===== src/rtl/game_pkg.sv =====
// rtl/game_pkg.sv - shared state codes and helpers for the game controller and menu_mux
package game_pkg;

    typedef enum logic [2:0] {
        S_START     = 3'd0,
        S_COUNTDOWN = 3'd1,
        S_GAME      = 3'd2,
        S_PAUSE     = 3'd3,
        S_DYING     = 3'd4,
        S_GAMEOVER  = 3'd5
    } state_t;

    localparam logic [2:0] ST_START     = 3'd0;
    localparam logic [2:0] ST_COUNTDOWN = 3'd1;
    localparam logic [2:0] ST_GAME      = 3'd2;
    localparam logic [2:0] ST_PAUSE     = 3'd3;
    localparam logic [2:0] ST_DYING     = 3'd4;
    localparam logic [2:0] ST_GAMEOVER  = 3'd5;

    // Bits needed to count 0..limit-1, never less than one.
    function automatic int unsigned cnt_width(input int unsigned limit);
        return (limit < 2) ? 1 : $clog2(limit);
    endfunction

endpackage


===== src/rtl/cycle_timer.sv =====
// rtl/cycle_timer.sv - wrapping 0..LIMIT-1 cycle counter with clear, enable and terminal-count pulse
module cycle_timer #(
    parameter int unsigned LIMIT = 4,
    parameter int unsigned W     = 2
) (
    input  logic clk,
    input  logic rst_n,
    input  logic clr_i,
    input  logic en_i,
    output logic tc_o
);

    localparam logic [W-1:0] LAST = W'(LIMIT - 1);

    logic [W-1:0] cnt_q, cnt_d;

    always_comb begin
        cnt_d = cnt_q;
        tc_o  = 1'b0;
        if (clr_i) begin
            cnt_d = '0;
        end else if (en_i) begin
            if (cnt_q == LAST) begin
                cnt_d = '0;
                tc_o  = 1'b1;
            end else begin
                cnt_d = cnt_q + 1'b1;
            end
        end
    end

    always_ff @(posedge clk or negedge rst_n) begin
        if (!rst_n) cnt_q <= '0;
        else        cnt_q <= cnt_d;
    end

endmodule


===== src/rtl/game_ctrl.sv =====
// rtl/game_ctrl.sv - game flow FSM: start, countdown, play, pause, death freeze and game over
module game_ctrl
    import game_pkg::*;
#(
    parameter int unsigned LIVES           = 3,
    parameter int unsigned COUNTDOWN_TICKS = 3,
    parameter int unsigned TICK_CYCLES     = 65_000_000,
    parameter int unsigned DEATH_HOLD      = 32_500_000,
    parameter int unsigned INVULN_CYCLES   = 130_000_000
) (
    input  logic       clk,
    input  logic       rst_n,
    input  logic       mouse_left,
    input  logic       mouse_right,
    input  logic       collision,
    output logic [2:0] state,
    output logic [3:0] lives,
    output logic [3:0] countdown,
    output logic       run,
    output logic       invuln,
    output logic       life_lost,
    output logic       game_over
);

    localparam int unsigned INV_LIMIT = (INVULN_CYCLES == 0) ? 1 : INVULN_CYCLES;

    logic [2:0] state_q, state_d;
    logic [3:0] lives_q, lives_d;
    logic [3:0] cd_q, cd_d;
    logic       run_q, inv_q, inv_d, ll_q, ll_d, go_q, go_d;
    logic       ml_q, mr_q;
    logic       click_l, click_r;
    logic       tick_tc, hold_tc, inv_tc;

    assign click_l = mouse_left  & ~ml_q;
    assign click_r = mouse_right & ~mr_q;

    cycle_timer #(.LIMIT(TICK_CYCLES), .W(cnt_width(TICK_CYCLES))) u_tick (
        .clk(clk), .rst_n(rst_n),
        .clr_i(state_q != ST_COUNTDOWN), .en_i(state_q == ST_COUNTDOWN),
        .tc_o(tick_tc)
    );

    cycle_timer #(.LIMIT(DEATH_HOLD), .W(cnt_width(DEATH_HOLD))) u_hold (
        .clk(clk), .rst_n(rst_n),
        .clr_i(state_q != ST_DYING), .en_i(state_q == ST_DYING),
        .tc_o(hold_tc)
    );

    // Immunity window is counted up from zero while inv_q is set; tc ends it.
    cycle_timer #(.LIMIT(INV_LIMIT), .W(cnt_width(INV_LIMIT))) u_inv (
        .clk(clk), .rst_n(rst_n),
        .clr_i(!inv_q), .en_i(inv_q && (state_q == ST_GAME)),
        .tc_o(inv_tc)
    );

    always_comb begin
        state_d = state_q;
        lives_d = lives_q;
        cd_d    = cd_q;
        inv_d   = inv_q;
        ll_d    = 1'b0;
        go_d    = 1'b0;
        case (state_q)
            ST_START: begin
                if (click_l) begin
                    state_d = ST_COUNTDOWN;
                    lives_d = 4'(LIVES);
                    cd_d    = 4'(COUNTDOWN_TICKS);
                    inv_d   = 1'b0;
                end
            end
            ST_COUNTDOWN: begin
                if (cd_q == 4'd0) begin
                    state_d = ST_GAME;
                end else if (tick_tc) begin
                    cd_d = cd_q - 4'd1;
                    if (cd_q == 4'd1) state_d = ST_GAME;
                end
            end
            ST_GAME: begin
                if (inv_tc) inv_d = 1'b0;
                if (collision && !inv_q) begin
                    state_d = ST_DYING;
                    lives_d = (lives_q == 4'd0) ? 4'd0 : lives_q - 4'd1;
                    ll_d    = 1'b1;
                end else if (click_r) begin
                    state_d = ST_PAUSE;
                end
            end
            ST_PAUSE: begin
                if (click_r) state_d = ST_GAME;
            end
            ST_DYING: begin
                if (hold_tc) begin
                    if (lives_q == 4'd0) begin
                        state_d = ST_GAMEOVER;
                        go_d    = 1'b1;
                    end else begin
                        state_d = ST_COUNTDOWN;
                        cd_d    = 4'(COUNTDOWN_TICKS);
                        inv_d   = (INVULN_CYCLES != 0);
                    end
                end
            end
            ST_GAMEOVER: begin
                if (click_l) state_d = ST_START;
            end
            default: state_d = ST_START;
        endcase
    end

    always_ff @(posedge clk or negedge rst_n) begin
        if (!rst_n) begin
            state_q <= ST_START;
            lives_q <= 4'd0;
            cd_q    <= 4'd0;
            run_q   <= 1'b0;
            inv_q   <= 1'b0;
            ll_q    <= 1'b0;
            go_q    <= 1'b0;
            ml_q    <= 1'b0;
            mr_q    <= 1'b0;
        end else begin
            state_q <= state_d;
            lives_q <= lives_d;
            cd_q    <= cd_d;
            run_q   <= (state_d == ST_GAME);
            inv_q   <= inv_d;
            ll_q    <= ll_d;
            go_q    <= go_d;
            ml_q    <= mouse_left;
            mr_q    <= mouse_right;
        end
    end

    assign state     = state_q;
    assign lives     = lives_q;
    assign countdown = cd_q;
    assign run       = run_q;
    assign invuln    = inv_q;
    assign life_lost = ll_q;
    assign game_over = go_q;

endmodule


===== config.mk =====
export PLATFORM = sky130hd
export DESIGN_NAME = game_ctrl
export DESIGN_NICKNAME = d
export VERILOG_FILES = /design/src/rtl/game_pkg.sv /design/src/rtl/cycle_timer.sv /design/src/rtl/game_ctrl.sv
export SDC_FILE = /design/constraint.sdc
export NUM_CORES = 1
export LEC_CHECK = 0
export ABC_AREA = 0
export CAP_MARGIN = 20
export CORE_MARGIN = 2
export CORE_UTILIZATION = 60
export DETAILED_ROUTE_END_ITERATION = 8
export GPL_TIMING_DRIVEN = 1
export HOLD_SLACK_MARGIN = 0.08
export PLACE_DENSITY_LB_ADDON = 0.2
export RECOVER_POWER = 25
export SLEW_MARGIN = 10
export SYNTH_ARGS = -nofsm -noshare
export SYNTH_HDL_FRONTEND = slang
export SYNTH_HIERARCHICAL = 1
export SYNTH_SLANG_ARGS = --single-unit

===== constraint.sdc =====
create_clock -name clk -period 4.7 [get_ports clk]
set_input_delay 0.94 -clock clk [delete_from_list [all_inputs] [get_ports clk]]
set_output_delay 0.94 -clock clk [all_outputs]
set_load 0.005 [all_outputs]

==> out/summary.txt, run 1 <==
hold slack final = 0.560 ns
row count = 35
Power Density = 266 mW/mm2
cell accounting for the most synthesized area = dfrtp_1
Core Region = 0.00924 mm2
DR vias = 4858
largest net degree at the start of global routing = 65
Setup CP Type = register to register
# Max-Cap Violations = 0
Netlist cell types = 80
Worst Setup Start Kind = register
Synth top area share = 41.5%
DRT Wirelength = 12.9 mm
Die Footprint = 0.0103 mm2
Syn-to-layout area delta = 7.19%
IO Port Bufs = 19
VDD IR max = 0.131 mV
Post-synth EDFFs = 0
Post-CTS Resized = 0
Synth Instances = 622
H-Tree Depth = 3
initial antenna violation count = 0
crit-path cells = or3b_4, clkinv_2, inv_1, a21oi_1, buf_4, a21oi_1, a311oi_1
pre-CTS setup slack = 1.26 ns
crit end category = register
Ports = 20
worst stage delay on the critical path = 0.71 ns
Tmin final = 3.31 ns
routed len/inst = 17.0 um
sequential-to-total area share from yosys stat = 41.5%
synthesized cell area = 0.00573 mm2
leakage power = 2.37 nW
post-DR vias/cell = 6.38
design area = 0.00614 mm2
setup violators final = 0
Max Transition Viols Final = 0
maximum fanout along the worst path = 34
hold buffer count at cts = 0
post-placement cell area = 0.00593 mm2
Post-synth top flop = dfrtp_1
status = finished clean
period utilisation layout = 70.5%
crit path buf inv count = 3
Final nets = 639
drt pass-1 iters = 5
die height = 102 um
GRT Resource Usage Total = 26.5%
async set-reset flop share out of synthesis = 100%
Initial Utilization = 62.0%
post-CTS setup buffers = 0
GRT overflow = 0
Crit path arrival time = 3.58 ns
hold violation count in the final report = 0
most used cell, CP = a21oi_1
Pwr Total = 1.63 mW
final core occ = 66.4%
YS warnings = 6
Final Wtd Congestion = 0.913
clk slew on worst S/H paths = 0.10 ns
hold crit path type = register to register
total negative setup slack = 0 ns
count leader, synth = dfrtp_1
CTS buffer count = 9
Seq cells post-synth = 95
worst skew pair latency = 0.37 ns
synth cell count leaders = dfrtp_1, nor2_1, nand2_1
Die X = 102 um
Worst Tran Pin Value = 0.951 ns
fraction of layout cells with a size suffix above 1 = 7.74%
clock skew = 0.0156 ns
first-pass GRT wire length = 22.0 mm
setup slack after layout = 1.39 ns
Placed Cells incl. Taps = 745
CP top delay family = compound AO/OA/AOI/OAI gates
# diodes = 0
antenna viol nets, final = 0
Remaining DRCs = 0
DPL Wire Length = 8.86 mm
top post-synthesis cells by area = dfrtp_1, nor2_1, nand3_1
RSZ-0062 raised after global routing = false
initial drt markers = 320
Clock Path Buffers = 2
CTS tree = built
fmax = 302 MHz
clock sinks = 95
Syn Area/Cell = 9.21 um2
max_slew headroom = 36.0%
CTS root buf = clkbuf_8
Syn Nets = 633
required time of the worst setup path = 4.97 ns
vias in the first global route = 4576
final std cells w/o fill = 762
Worst path slowest cell = a21oi_1
## flip-flops by register name, indices dropped and copies added (netlist names)
| register | flops |
|---|---|
| life_lost | 1 |
| mr_q | 1 |
| u_tick/cnt_q | 26 |
| u_hold/cnt_q | 25 |
| state | 3 |
| game_over | 1 |
| lives | 4 |
| u_inv/cnt_q | 27 |
| run | 1 |
| ml_q | 1 |
| countdown | 4 |
| invuln | 1 |
## where the power goes
group	leakage [nW]	total (mW)	internal, mW	switching [mW]
Combinational	0.981	0.167	0.0719	0.0948
Clock	0.0994	0.561	0.255	0.306
Sequential	1.29	0.903	0.854	0.0486
Total	2.37	1.63	1.18	0.450
## worst paths after layout
kind / depth (start not counted) / from / endpoint / slack [ns]
worst max-delay path: 7 / state[0] / u_tick/cnt_q[8] / 1.39
worst min-delay path: 1 / u_hold/cnt_q[23] / u_hold/cnt_q[23] / 0.56
worst max register to register: 7 / state[0] / u_tick/cnt_q[8] / 1.39
worst min register to register: 1 / u_hold/cnt_q[23] / u_hold/cnt_q[23] / 0.56
max in group asynchronous: 2 / rst_n / u_hold/cnt_q[21] / 3.15
min in group asynchronous: 1 / rst_n / u_inv/cnt_q[24] / 0.63
## layer usage
metal / part of all wire [%] / GRT usage, % / vias to the layer above
met5: 0 / 0 / -
met4: 1.2 / 8.11 / 0
met3: 5.0 / 4.14 / 15
met2: 49 / 42.9 / 151
met1: 45 / 36.9 / 2343
li1: - / - / 2349
## final cells by class
cell class | count | area, um2
fillers | 730 | 3100
flip-flops and latches | 95 | 2380
clock inverters | 6 | 75.1
inverters | 22 | 83.8
clock buffers | 10 | 128
multi-input cells | 478 | 3100
well taps | 129 | 161
repair buffers | 22 | 210
## layout by cell type, fill, tap and decap left out, types with 11 or more instances in the layout
cell type	netlist	layout
o21ai_1	14	14
clkdlybuf4s50_1	0	16
dfrtp_1	95	95
or4_1	11	11
nand3_1	37	37
nor4_1	14	14
a32o_1	16	16
xnor2_1	15	15
nor2_1	72	72
nor3_1	22	22
a21oi_1	15	15
nand2_1	43	43
inv_1	20	20
o21ai_0	19	19
nand4_1	22	22
and3_1	15	15
xor2_1	19	19
## kinds of logic after synthesis
| group | after synthesis | share of synthesized area [%] |
|---|---|---|
| and+or+nand+nor | 319 | 32.2 |
| AOI/OAI and AO/OA | 112 | 14.3 |
| DFF | 95 | 41.5 |
| buffers and inverters | 49 | 4.30 |
| xor gates and xnor gates | 34 | 5.20 |
| muxes | 7 | 1.27 |
| adders and majority gates | 6 | 1.31 |
No activity file was read; power rests on OpenSTA's default activity.
==> inputs of run 2 (changes only) <==
--- a/config.mk
+++ b/config.mk
@@ -8,7 +8,7 @@
 export ABC_AREA = 0
 export CAP_MARGIN = 20
 export CORE_MARGIN = 2
-export CORE_UTILIZATION = 60
+export CORE_UTILIZATION = 56
 export DETAILED_ROUTE_END_ITERATION = 8
 export GPL_TIMING_DRIVEN = 1
 export HOLD_SLACK_MARGIN = 0.08
==> constraint.sdc (replaced) <==
create_clock -name clk -period 2.74 [get_ports clk]
set_input_delay 0.548 -clock clk [delete_from_list [all_inputs] [get_ports clk]]
set_output_delay 0.548 -clock clk [all_outputs]
set_load 0.005 [all_outputs]
==> out/summary.txt, run 2 (synthesis gave the netlist of run 1 again) <==
die height = 105 um
fmax = 387 MHz
max reg flops = 27
Final Wtd Congestion = 0.909
pre-CTS setup slack = 0.187 ns
final std cells w/o fill = 788
post-DR vias/cell = 6.29
VDD IR max = 0.312 mV
FILL cells = 822
antenna viol nets, final = 0
Tmin final = 2.59 ns
DRT Wirelength = 13.5 mm
CTS root buf = clkbuf_8
total negative setup slack = 0 ns
H-Tree Depth = 3
initial drt markers = 366
Crit path arrival time = 2.83 ns
met1 usage = 37.4%
M2 GR Usage = 37.8%
hold violation count in the final report = 0
Ports = 20
Syn-to-layout area delta = 10.1%
Clock Path Buffers = 2
GRT Resource Usage Total = 25.2%
Initial Utilization = 58.1%
Remaining DRCs = 0
vias in the first global route = 4628
met3 GRT Util = 3.49%
setup slack after layout = 0.154 ns
Die X = 105 um
DPL Wire Length = 9.47 mm
Worst Setup Start Kind = register
max_slew headroom = -41.9%
IO Port Bufs = 19
drt pass-1 iters = 5
leakage power = 2.47 nW
initial antenna violation count = 0
row count = 36
GRT overflow = 0
setup violators final = 0
Final nets = 661
# Max-Cap Violations = 1
Max Transition Viols Final = 40
clk slew on worst S/H paths = 0.09 ns
routed len/inst = 17.1 um
CTS buffer count = 9
status = complete, but fails checks
period utilisation layout = 94.4%
grt peak-use layer = met2
most frequent cells in the layout = dfrtp_1, nor2_1, nand2_1
Placed Cells incl. Taps = 772
RSZ-0062 raised after global routing = false
hold crit path type = register to register
clock skew = 0.00804 ns
Core Region = 0.00986 mm2
first-pass GRT wire length = 22.7 mm
maximum fanout along the worst path = 6
largest net degree at the start of global routing = 58
# diodes = 0
Power Density = 440 mW/mm2
worst skew pair latency = 0.35 ns
commonest non-fill, non-tap cell in the layout = dfrtp_1
fraction of layout cells with a size suffix above 1 = 10.5%
Die Footprint = 0.0111 mm2
DR vias = 4959
CTS tree = built
Regs by FF count = u_inv/cnt_q x27, u_tick/cnt_q x26, u_hold/cnt_q x25
crit end category = register
failing checks = capacitance limit, slew limit
Worst Tran Pin Value = 2.13 ns
Reg with most FFs = u_inv/cnt_q
Setup CP Type = register to register
required time of the worst setup path = 2.98 ns
clock sinks = 95
run 2: cell count changes in the layout (fill, tap and decap cells not counted):
cell,previous run,this run
nor4_1,14,13
clkbuf_1,1,4
inv_6,2,0
buf_4,4,24
clkinv_4,1,0
buf_6,0,1
clkbuf_8,9,10
nor4_2,3,4
clkinv_2,1,2
inv_8,1,0
run 2: worst paths after layout:
kind                                  start                to  slack [ns]  cells after the start
max                        u_hold/cnt_q[10]      countdown[3]        0.15                      7
min                        u_hold/cnt_q[23]  u_hold/cnt_q[23]        0.56                      1
max reg2reg                u_hold/cnt_q[10]      countdown[3]        0.15                      7
min reg2reg                u_hold/cnt_q[23]  u_hold/cnt_q[23]        0.56                      1
max in group asynchronous             rst_n   u_inv/cnt_q[23]        0.57                      2
min in group asynchronous             rst_n  u_tick/cnt_q[12]        0.80                      1
run 2: area by class of cell:
type	count	area, um2	share of cell area [%]
Clock buffer	13	149	2.36
Clock inverter	3	42.5	0.675
Inverter	22	83.8	1.33
Multi-Input combinational cell	478	3110	49.3
Sequential cell	95	2380	37.7
Tap cell	133	166	2.64
Timing Repair Buffer	44	375	5.95
run 2: report_power, final:
part	internal, mW	switching [mW]
registers	1.47	0.0834
clock network	0.448	0.470
logic	0.135	0.170
total	2.05	0.724
run 2: stage by stage:
stage / utilization, % / hold WS [ns] / power [mW] / area, um2
after detailed placement: 62.0 / 0.535 / 1.88 / 6120
after global placement: 62.0 / 0.531 / 1.86 / 6120
after global routing: 63.9 / 0.584 / 2.91 / 6300
after CTS: 64.0 / 0.170 / 2.80 / 6310
final: 63.9 / 0.556 / 2.77 / 6300
after floorplan: - / 0.252 / 1.76 / 5730
run 2: what timing repair did:
item | 4_1_cts | 5_1_grt
setup endpoints to repair | 0 | 1
gates resized for setup | 0 | 1
setup buffers | 0 | 0
hold buffers | 0 | 0
run 2: critical path, cell delays in order (launching register included):
cell,delay (ns)
dfrtp_1,0.44
or4b_4,0.56
nor4_4,0.27
and2_2,0.21
and3_1,0.28
a311oi_2,0.18
or2_4,0.31
a22o_1,0.23
run 2: per-layer routing:
metal,vias to the layer above,share of wire (%)
li1,2380,-
met1,2385,47
met2,174,45
met3,20,6.8
met4,0,1.4
met5,-,0
==> inputs of run 3 (changes only) <==
--- a/config.mk
+++ b/config.mk
@@ -9,6 +9,7 @@
 export CAP_MARGIN = 20
 export CORE_MARGIN = 2
 export CORE_UTILIZATION = 56
+export CTS_CLUSTER_DIAMETER = 150
 export DETAILED_ROUTE_END_ITERATION = 8
 export GPL_TIMING_DRIVEN = 1
 export HOLD_SLACK_MARGIN = 0.08
==> results of run 3 <==
No change in the layout: final DEF, timing and power equal those of run 2.
